==> src/rtl/ahb_arb_if.sv <==
// Bus-side signal bundle for the AHB-Lite arbiter.
// The masters side drives requests and bus status. The arbiter side returns the grant and ownership.
interface ahb_arb_if #(
   parameter int NUM_MASTERS = 4,
   parameter int MW          = $clog2(NUM_MASTERS)
);
   // Handshake: an address phase is accepted only on a rising edge with HREADY=1.
   // HREADY=0 stalls the bus, so no accepted-transfer state may advance on that edge.
   logic [NUM_MASTERS-1:0] HBUSREQ;
   logic [NUM_MASTERS-1:0] HLOCK;
   logic [1:0]             HTRANS;
   logic [2:0]             HBURST;
   logic                   HREADY;
   logic [1:0]             HRESP;
   logic [NUM_MASTERS-1:0] HGRANT;
   logic [MW-1:0]          HMASTER;
   logic                   HMASTLOCK;

   modport master (
      output HBUSREQ, HLOCK, HTRANS, HBURST, HREADY, HRESP,
      input  HGRANT, HMASTER, HMASTLOCK
   );

   modport slave (
      input  HBUSREQ, HLOCK, HTRANS, HBURST, HREADY, HRESP,
      output HGRANT, HMASTER, HMASTLOCK
   );
endinterface

==> src/rtl/ahb_arbiter.sv <==
// Registered round-robin AHB-Lite arbiter that protects fixed-length bursts and locked sequences.
// The FSM state and the remaining-beat counter are brought out as debug outputs.
module ahb_arbiter #(
   parameter int NUM_MASTERS    = 4,
   parameter int DEFAULT_MASTER = 0,
   parameter int MW             = $clog2(NUM_MASTERS)
) (
   input  logic       HCLK,
   input  logic       HRESETn,
   ahb_arb_if.slave   bus,
   output logic [1:0] dbg_state,
   output logic [3:0] dbg_rem
);
   localparam logic [1:0] TR_IDLE   = 2'd0;
   localparam logic [1:0] TR_NONSEQ = 2'd2;
   localparam logic [1:0] TR_SEQ    = 2'd3;
   localparam logic [1:0] RESP_OKAY = 2'd0;
   localparam logic [NUM_MASTERS-1:0] DEF_GRANT = NUM_MASTERS'(1) << DEFAULT_MASTER;
   localparam logic [MW-1:0]          DEF_IDX   = MW'(DEFAULT_MASTER);

   typedef enum logic [1:0] {PARK = 2'd0, OWN = 2'd1, LOCK = 2'd2} state_t;

   state_t                 state, state_next;
   logic [3:0]             rem, rem_next, burst_rem;
   logic [NUM_MASTERS-1:0] grant, grant_next;
   logic [MW-1:0]          last, last_next, grant_idx, master, winner, cand;
   logic                   mastlock, arb_en, any_req, owner_lock;
   int                     rr_idx;

   always_comb begin
      case (bus.HBURST)
         3'd2, 3'd3: burst_rem = 4'd3;
         3'd4, 3'd5: burst_rem = 4'd7;
         3'd6, 3'd7: burst_rem = 4'd15;
         default:    burst_rem = 4'd0;
      endcase
   end

   always_comb begin
      grant_idx = DEF_IDX;
      for (int i = 0; i < NUM_MASTERS; i++)
         if (grant[i]) grant_idx = MW'(i);
   end

   assign owner_lock = bus.HLOCK[grant_idx];

   // A slave error during a wait state ends the burst early, so the next accepted edge may re-arbitrate.
   always_comb begin
      rem_next = rem;
      if (bus.HREADY) begin
         case (bus.HTRANS)
            TR_NONSEQ: rem_next = burst_rem;
            TR_SEQ:    rem_next = (rem == 4'd0) ? 4'd0 : rem - 4'd1;
            TR_IDLE:   rem_next = 4'd0;
            default:   rem_next = rem;
         endcase
      end else if (bus.HRESP != RESP_OKAY) begin
         rem_next = 4'd0;
      end
   end

   assign arb_en = bus.HREADY && (rem_next <= 4'd1) && !owner_lock;

   // The search starts one past the last winner and wraps, so the sole requester re-wins its own slot.
   always_comb begin
      winner  = DEF_IDX;
      any_req = 1'b0;
      rr_idx  = 0;
      cand    = DEF_IDX;
      for (int i = 1; i <= NUM_MASTERS; i++) begin
         rr_idx = (int'(last) + i) % NUM_MASTERS;
         cand   = MW'(rr_idx);
         if (!any_req && bus.HBUSREQ[cand]) begin
            winner  = cand;
            any_req = 1'b1;
         end
      end
   end

   always_comb begin
      state_next = state;
      grant_next = grant;
      last_next  = last;
      if (arb_en) begin
         if (any_req) begin
            grant_next = NUM_MASTERS'(1) << winner;
            last_next  = winner;
            state_next = bus.HLOCK[winner] ? LOCK : OWN;
         end else begin
            grant_next = DEF_GRANT;
            last_next  = DEF_IDX;
            state_next = PARK;
         end
      end else if (bus.HREADY && owner_lock) begin
         state_next = LOCK;
      end
   end

   always_ff @(posedge HCLK or negedge HRESETn) begin
      if (!HRESETn) begin
         state    <= PARK;
         grant    <= DEF_GRANT;
         last     <= DEF_IDX;
         master   <= DEF_IDX;
         mastlock <= 1'b0;
         rem      <= 4'd0;
      end else begin
         rem <= rem_next;
         if (bus.HREADY) begin
            state    <= state_next;
            grant    <= grant_next;
            last     <= last_next;
            master   <= grant_idx;
            mastlock <= owner_lock;
         end
      end
   end

   assign bus.HGRANT    = grant;
   assign bus.HMASTER   = master;
   assign bus.HMASTLOCK = mastlock;
   assign dbg_state     = state;
   assign dbg_rem       = rem;
endmodule

==> src/flat_wrapper.sv <==
// flat-port wrapper written by rule: the top's interface ports become plain ports
module ahb_arbiter_flat 
#(
   parameter int NUM_MASTERS    = 4,
   parameter int DEFAULT_MASTER = 0,
   parameter int MW             = $clog2(NUM_MASTERS)
)
  (HCLK, HRESETn, dbg_state, dbg_rem, bus_HBUSREQ, bus_HLOCK, bus_HTRANS, bus_HBURST, bus_HREADY, bus_HRESP, bus_HGRANT, bus_HMASTER, bus_HMASTLOCK);
  ahb_arb_if #(.NUM_MASTERS(NUM_MASTERS), .MW(MW)) bus_i ();
  input  logic HCLK;
  input  logic HRESETn;
  output logic [1:0] dbg_state;
  output logic [3:0] dbg_rem;
  input wire logic [$bits(bus_i.HBUSREQ)-1:0] bus_HBUSREQ;
  input wire logic [$bits(bus_i.HLOCK)-1:0] bus_HLOCK;
  input wire logic [$bits(bus_i.HTRANS)-1:0] bus_HTRANS;
  input wire logic [$bits(bus_i.HBURST)-1:0] bus_HBURST;
  input wire logic [$bits(bus_i.HREADY)-1:0] bus_HREADY;
  input wire logic [$bits(bus_i.HRESP)-1:0] bus_HRESP;
  output wire logic [$bits(bus_i.HGRANT)-1:0] bus_HGRANT;
  output wire logic [$bits(bus_i.HMASTER)-1:0] bus_HMASTER;
  output wire logic [$bits(bus_i.HMASTLOCK)-1:0] bus_HMASTLOCK;
  assign bus_i.HBUSREQ = bus_HBUSREQ;
  assign bus_i.HLOCK = bus_HLOCK;
  assign bus_i.HTRANS = bus_HTRANS;
  assign bus_i.HBURST = bus_HBURST;
  assign bus_i.HREADY = bus_HREADY;
  assign bus_i.HRESP = bus_HRESP;
  assign bus_HGRANT = bus_i.HGRANT;
  assign bus_HMASTER = bus_i.HMASTER;
  assign bus_HMASTLOCK = bus_i.HMASTLOCK;
  ahb_arbiter #(.NUM_MASTERS(NUM_MASTERS), .DEFAULT_MASTER(DEFAULT_MASTER), .MW(MW)) u_core (.HCLK(HCLK), .HRESETn(HRESETn), .bus(bus_i), .dbg_state(dbg_state), .dbg_rem(dbg_rem));
endmodule
==> config.mk <==
export PLATFORM = sky130hd
export DESIGN_NAME = ahb_arbiter_flat
export DESIGN_NICKNAME = d
export VERILOG_FILES = /design/src/rtl/ahb_arb_if.sv /design/src/rtl/ahb_arbiter.sv /design/src/flat_wrapper.sv
export SDC_FILE = /design/constraint.sdc
export NUM_CORES = 1
export LEC_CHECK = 0
export BUFFER_PORTS_ARGS = -buffer_cell sky130_fd_sc_hd__buf_2
export CAP_MARGIN = 20
export CORE_MARGIN = 3
export CORE_UTILIZATION = 40
export CTS_BUF_LIST = sky130_fd_sc_hd__clkbuf_4 sky130_fd_sc_hd__clkbuf_8
export CTS_CLUSTER_SIZE = 24
export DETAILED_ROUTE_END_ITERATION = 10
export PLACE_DENSITY_LB_ADDON = 0.12
export SYNTH_ARGS = -nofsm -noshare
export SYNTH_HDL_FRONTEND = slang
export SYNTH_SLANG_ARGS = --single-unit
==> constraint.sdc <==
create_clock -name HCLK -period 2 [get_ports HCLK]
set_input_delay 0.2 -clock HCLK [delete_from_list [all_inputs] [get_ports HCLK]]
set_output_delay 0.2 -clock HCLK [all_outputs]
set_load 0.01 [all_outputs]
### Word level (Yosys, flattened, before mapping)

Index checks and enable logic that the tools add are counted.

* $add $sub $neg: 5
* $mul: 0
* divide/modulo/power cells: 0
* $lt $le $gt $ge: 7
* equality and inequality tests: 8
* shifts and indexed selects: 1
* mux-type cells: 34
* bitwise gates (word level): 0
* reduce and logical (&&, ||, !) cells: 19

Operators by type and width (number)
* one-hot mux 4 bit (3 select lines): 2
* two-way mux 2 bit: 11
* < comparator 2 x 3 -> 1 bit, second input constant: 6
* two-way mux 4 bit: 4
* binary-select mux 1 bit (select 2 bit): 6
* equality test 3 bit, second input constant: 4
* two-way mux 1 bit: 11
* equality test 3 x 2 -> 1 bit, second input constant: 2
* logical AND 1 bit: 6
* OR reduction 2 bit: 3
* adder 2 x 1 -> 2 bit, second input constant: 2
* adder 2 bit, second input constant: 2
* equality test 2 bit, second input constant: 2
* less-or-equal comparator 4 x 1 -> 1 bit, second input constant: 1
* zero test 1 bit: 4
* zero test 4 bit: 1
* AND reduction 2 bit: 2
* nonzero test 2 bit: 2
* << shifter 1 x 2 -> 4 bit, first input constant: 1
* subtractor 4 x 1 -> 4 bit, second input constant: 1
* zero test 2 bit: 1

* register bits after elaboration: 15
* bits in latches: 0
* memory bits (writable): 0
* ROM bits: 0
* input bits: 18
* output and inout bits: 13
* logic and storage cells: 80
* memories kept: 0

### Longest topological paths before layout

* word-level depth: 18
* depth in mapped cells: 8
* mapped depth without buffers: 8

### Worst setup path before layout

Ideal clock, no wire load.

* path kind: reg2reg
* start point: reg u_core.rem[0] (netlist: u_core.dbg_rem[0])
* end point: reg u_core.grant[3] (netlist: u_core.bus.HGRANT[3])
* library setup time: 0.125 ns
* arrival: 1.966 ns
* required time: 1.875 ns
* slack: -0.091 ns
* stages on the path, launching flop included: 8
* buffers on the path: 0
* clock period less this slack: 2.091 ns
* cell sequence: dfrtp_1 -> inv_1 -> ha_1 -> a31oi_1 -> a221oi_2 -> nand2_1 -> nor3_4 -> mux2_4

* cells in the longest elaborated chain, start to end: 8
* elaborated cells between the ends (all ways): 10
* those cells by class: add/sub (1); order compare (1); mux (4); reduce/logical (4)

RTL lines
* start: declaration: RTL line ahb_arbiter.sv:24 `logic [3:0] rem, rem_next, burst_rem;`
* start signal: assignment: RTL line ahb_arbiter.sv:108 `rem <= rem_next;`
* subtractor 4 x 1 -> 4 bit / zero test 4 bit (equally long branches): RTL line ahb_arbiter.sv:53 `TR_SEQ: rem_next = (rem == 4'd0) ? 4'd0 : rem - 4'd1;`
* two-way mux 4 bit: RTL line ahb_arbiter.sv:53
* one-hot mux 4 bit (3 select lines): RTL line ahb_arbiter.sv:51 `case (bus.HTRANS)`
* two-way mux 4 bit (*): RTL line ahb_arbiter.sv:50 `if (bus.HREADY) begin`
* less-or-equal comparator 4 x 1 -> 1 bit (*): RTL line ahb_arbiter.sv:62 `assign arb_en = bus.HREADY && (rem_next <= 4'd1) && !owner_lock;`
* logical AND 1 bit (*) (2 in series): RTL line ahb_arbiter.sv:62
* AND reduction 2 bit (no source line) (*)
* end signal: assignment: RTL line ahb_arbiter.sv:111 `grant <= grant_next;`
* end: declaration: RTL line ahb_arbiter.sv:25 `logic [NUM_MASTERS-1:0] grant, grant_next;`

Every way passes the cells marked *; elsewhere a longest branch is shown, timed or not.
A chain may end at the register's enable or synchronous reset.

### Worst setup path after layout

* start point: reg u_core.rem[1] (netlist: u_core.dbg_rem[1])
* end point: reg u_core.grant[2] (netlist: u_core.bus.HGRANT[2])

Same word-level chain as after synthesis.

==> metrics.md <==
| Metric | Value |
|---|---|
| Outcome | `finished, final reports clean` |
| Largest family of logic cells by synthesized area | `compound AO/OA/AOI/OAI gates` |
| Number of DRC markers in iteration 0 | `12` |
| DRT Wirelength | `2124 um` |
| Synth Area in Adders | `1.311%` |
| Fin cells | `172` |
| Area of the mapped netlist | `954.7 um^2` |
| Area of the multi-input gates | `549.3 um^2` |
| Register area | `377.9 um^2` |
| Skew-Pair Late Insertion Delay | `270 ps` |
| DRC Markers | `0` |
| Fill cells | `222` |
| Reg2reg start | `u_core.dbg_rem[1]` |
| Vias | `882` |
| Least-Margin Pin Slew | `346.9 ps` |
| CTS H-Tree Depth | `1` |
| Die height | `54.86 um` |
| Placement row count | `17` |
| Grt ovf | `0` |
| Min Tclk post-route | `1908 ps` |
| Clock transition at path regs | `80 ps` |
| Worst flop-to-flop path endpoint | `u_core.bus.HGRANT[2]` |
| Simple-gate share of the synthesized area | `15.73%` |
| Placed cells | `165` |
| Leakage | `0.6064 nW` |
| Max-slew violations | `0` |
| Synth top area share | `36.70%` |
| Final Hold Vio Count | `0` |
| CTS Buf Count | `3` |
| Mux cell area share after synthesis | `12.84%` |
| Hold Path Class | `input port to flop` |
| Max-Cap Viols | `0` |
| Critical Path Sink Type | `flop` |
| CTS tree | `built` |
| Initial core utilization | `42.75%` |
| Post-route ant nets | `0` |
| Ys Warns | `0` |
| PwrDens | `1059 nW/um^2` |
| Hold depth | `2` |
| All-layer global routing usage | `15.21%` |
| Pwr Total | `1.346 mW` |
| Die ar. | `3009 um^2` |
| Max Fclk | `524.0 MHz` |
| Clock tree buffer depth | `2` |
| Worst R2R Path Depth | `8` |
| RSZ-0062 raised after global routing | `true` |
| Area grow syn2layout | `33.16%` |
| Setup Crit Path Kind | `flop to flop` |
| Endpoint, Worst Hold | `u_core.bus.HMASTER[0]` |
| Post-synth net total | `122` |
| I/O pin count | `31` |
| Critical Path Source Type | `flop` |
| Hold path startpoint | `bus_HREADY` |
| Ant diodes | `0` |
| Vias per inst | `5.128` |
| Critical Path RT | `2160 ps` |
| TritonCTS Sinks | `15` |
| Fin crit share | `95.42%` |
| Cell count after synthesis | `103` |
| Worst Skew | `1.412 ps` |
| Seq/Total Area, Yosys | `39.45%` |
| Initial antenna violation count | `0` |
| Compound-Gate Fraction of Synth Area | `23.85%` |
| Core box area | `2233 um^2` |
| First-pass GRT wire length | `3270 um` |
| Synth cell types | `42` |
| DP Wirelength | `1704 um` |
| Final setup violation count | `0` |
| Die Width | `54.86 um` |
| Nets | `164` |
| Layout cells sized above 1 | `42.36%` |
| Iteration count of the initial detailed-routing pass | `4` |
| Synthesized area per cell | `9.269 um^2` |
| Rel. slew slack | `76.87%` |
| Port buffer count | `29` |
| R2R Setup Slk | `90 ps` |
| VDD IR max | `0.6554 mV` |
| Vias in the first global route | `766` |
| Seq cells post-synth | `15` |
| Largest cells by area after synthesis | `dfrtp_1, mux2i_1, inv_1, nand2_1, nor2_1` |
| Average routed wire per standard cell | `12.35 um` |
| Routability congestion estimate | `0.7801` |
| Largest net degree at the start of global routing | `16` |
| Arr. time, crit path | `2070 ps` |
| Cell taking the most area after synthesis | `dfrtp_1` |
| Critical path fanouts, max | `5` |
| Root Driver | `clkbuf_4` |
| Post-Synth XOR/XNOR Area | `0%` |
## final cells by class
type / instances / area share, %
tap: 28 / 2.756
multi-input combinational: 72 / 43.21
sequential: 15 / 29.72
timing repair buffer: 39 / 17.81
clock buffer: 4 / 2.362
inverter: 14 / 4.134
## synth_stat cells (all sizes together)
master,n
mux2i,7
a311o,1
o21a,1
nand3,3
a32o,1
nand4b,1
buf,2
o211a,1
nor2,9
a21o,1
o31a,1
ha,1
nor3,3
o21ai,4
a21bo,1
nand3b,1
dfstp,1
o32ai,1
dfrtp,14
a21oi,6
mux2,4
o22ai,2
o221a,1
a32oi,1
nand2,10
a221oi,1
o221ai,1
nor2b,1
a22oi,1
inv,14
or2,2
a31oi,3
o2bb2ai,1
a21boi,1
## through the flow
stage	instance area (um^2)	hold slack, ps	setup slack (ps)	TNS, ps	util, %
after floorplan	964.7	-95.59	2.418	0	-
after global placement	1185	119.8	55.84	0	53.05
after detailed placement	1185	125.7	-23.13	-23.13	53.05
after CTS	1232	207.1	-2.008	-2.008	55.18
after global routing	1271	212.8	-5.342	-9.874	56.92
final	1271	221.3	91.50	0	56.92
## metal layers
layer / GRT usage [%] / up-vias / part of all wire, %
li1: - / 451 / -
met1: 19.29 / 401 / 45
met2: 24.80 / 28 / 47
met3: 3.270 / 2 / 7.3
met4: 6.224 / 0 / 0.56
met5: 0 / - / 0
## registers in the layout, indices dropped and copies added (netlist names)
register and flops:
u_core.last 2, u_core.bus.HMASTER 2, u_core.bus.HGRANT 4, u_core.dbg_state 2, u_core.bus.HMASTLOCK 1, u_core.dbg_rem 4
## where the power goes
group          leakage [nW]  switching (mW)  total, mW  internal (mW)
Sequential            0.182          0.0827      0.499          0.416
Clock                0.0184          0.0876      0.178         0.0908
Combinational         0.406           0.332      0.669          0.337
## cell usage in the layout (no fill, tap or decap), types with 2 or more instances in the layout
cell type,netlist,final
a21oi_1,6,6
nor2_1,9,9
nor3_1,2,2
clkbuf_4,0,4
nand3_1,3,3
nand2_1,10,9
inv_2,3,5
buf_4,1,8
inv_1,11,9
dfrtp_1,14,13
buf_2,1,29
mux2i_1,7,7
mux2_4,2,2
o21ai_1,3,3
## worst max path at each step
stage | start | to | slack, ps | depth (start not counted)
3_5_place_dp | u_core.dbg_rem[1] | u_core.last[1] | -20 | 8
5_1_grt | u_core.dbg_rem[1] | u_core.bus.HGRANT[2] | -5 | 8
3_3_place_gp | u_core.dbg_rem[1] | u_core.last[0] | 60 | 8
6_report | u_core.dbg_rem[1] | u_core.bus.HGRANT[2] | 90 | 8
4_1_cts | u_core.dbg_rem[1] | u_core.bus.HGRANT[2] | -2 | 8
2_1_floorplan | u_core.dbg_rem[0] | u_core.bus.HGRANT[3] | 2 | 7
## cell families (layout without fill, tap and decap cells)
group,after synthesis,in the layout
compound gates,30,30
fa+ha+maj,1,1
buf+inv,16,57
flops,15,15
mux,11,11
simple gates,30,30
## worst max-delay path, cell delays in order, from the launching register on
cell and delay, ps:
dfrtp_2 450, inv_2 80, ha_4 150, a31oi_4 110, a221oi_2 340, nand2_2 120, nor3_4 140, buf_6 130
mux2_4 290
## what timing repair did
| item | CTS | global route |
|---|---|---|
| hold buffers | 1 | 0 |
| gates resized for setup | 0 | 7 |
| endpoints found under the setup margin | 4 | 8 |
| setup buffers | 1 | 1 |
| endpoints found under the hold margin | 14 | 0 |
| pin swaps | 0 | 2 |
(Power assumes the default switching activity.)
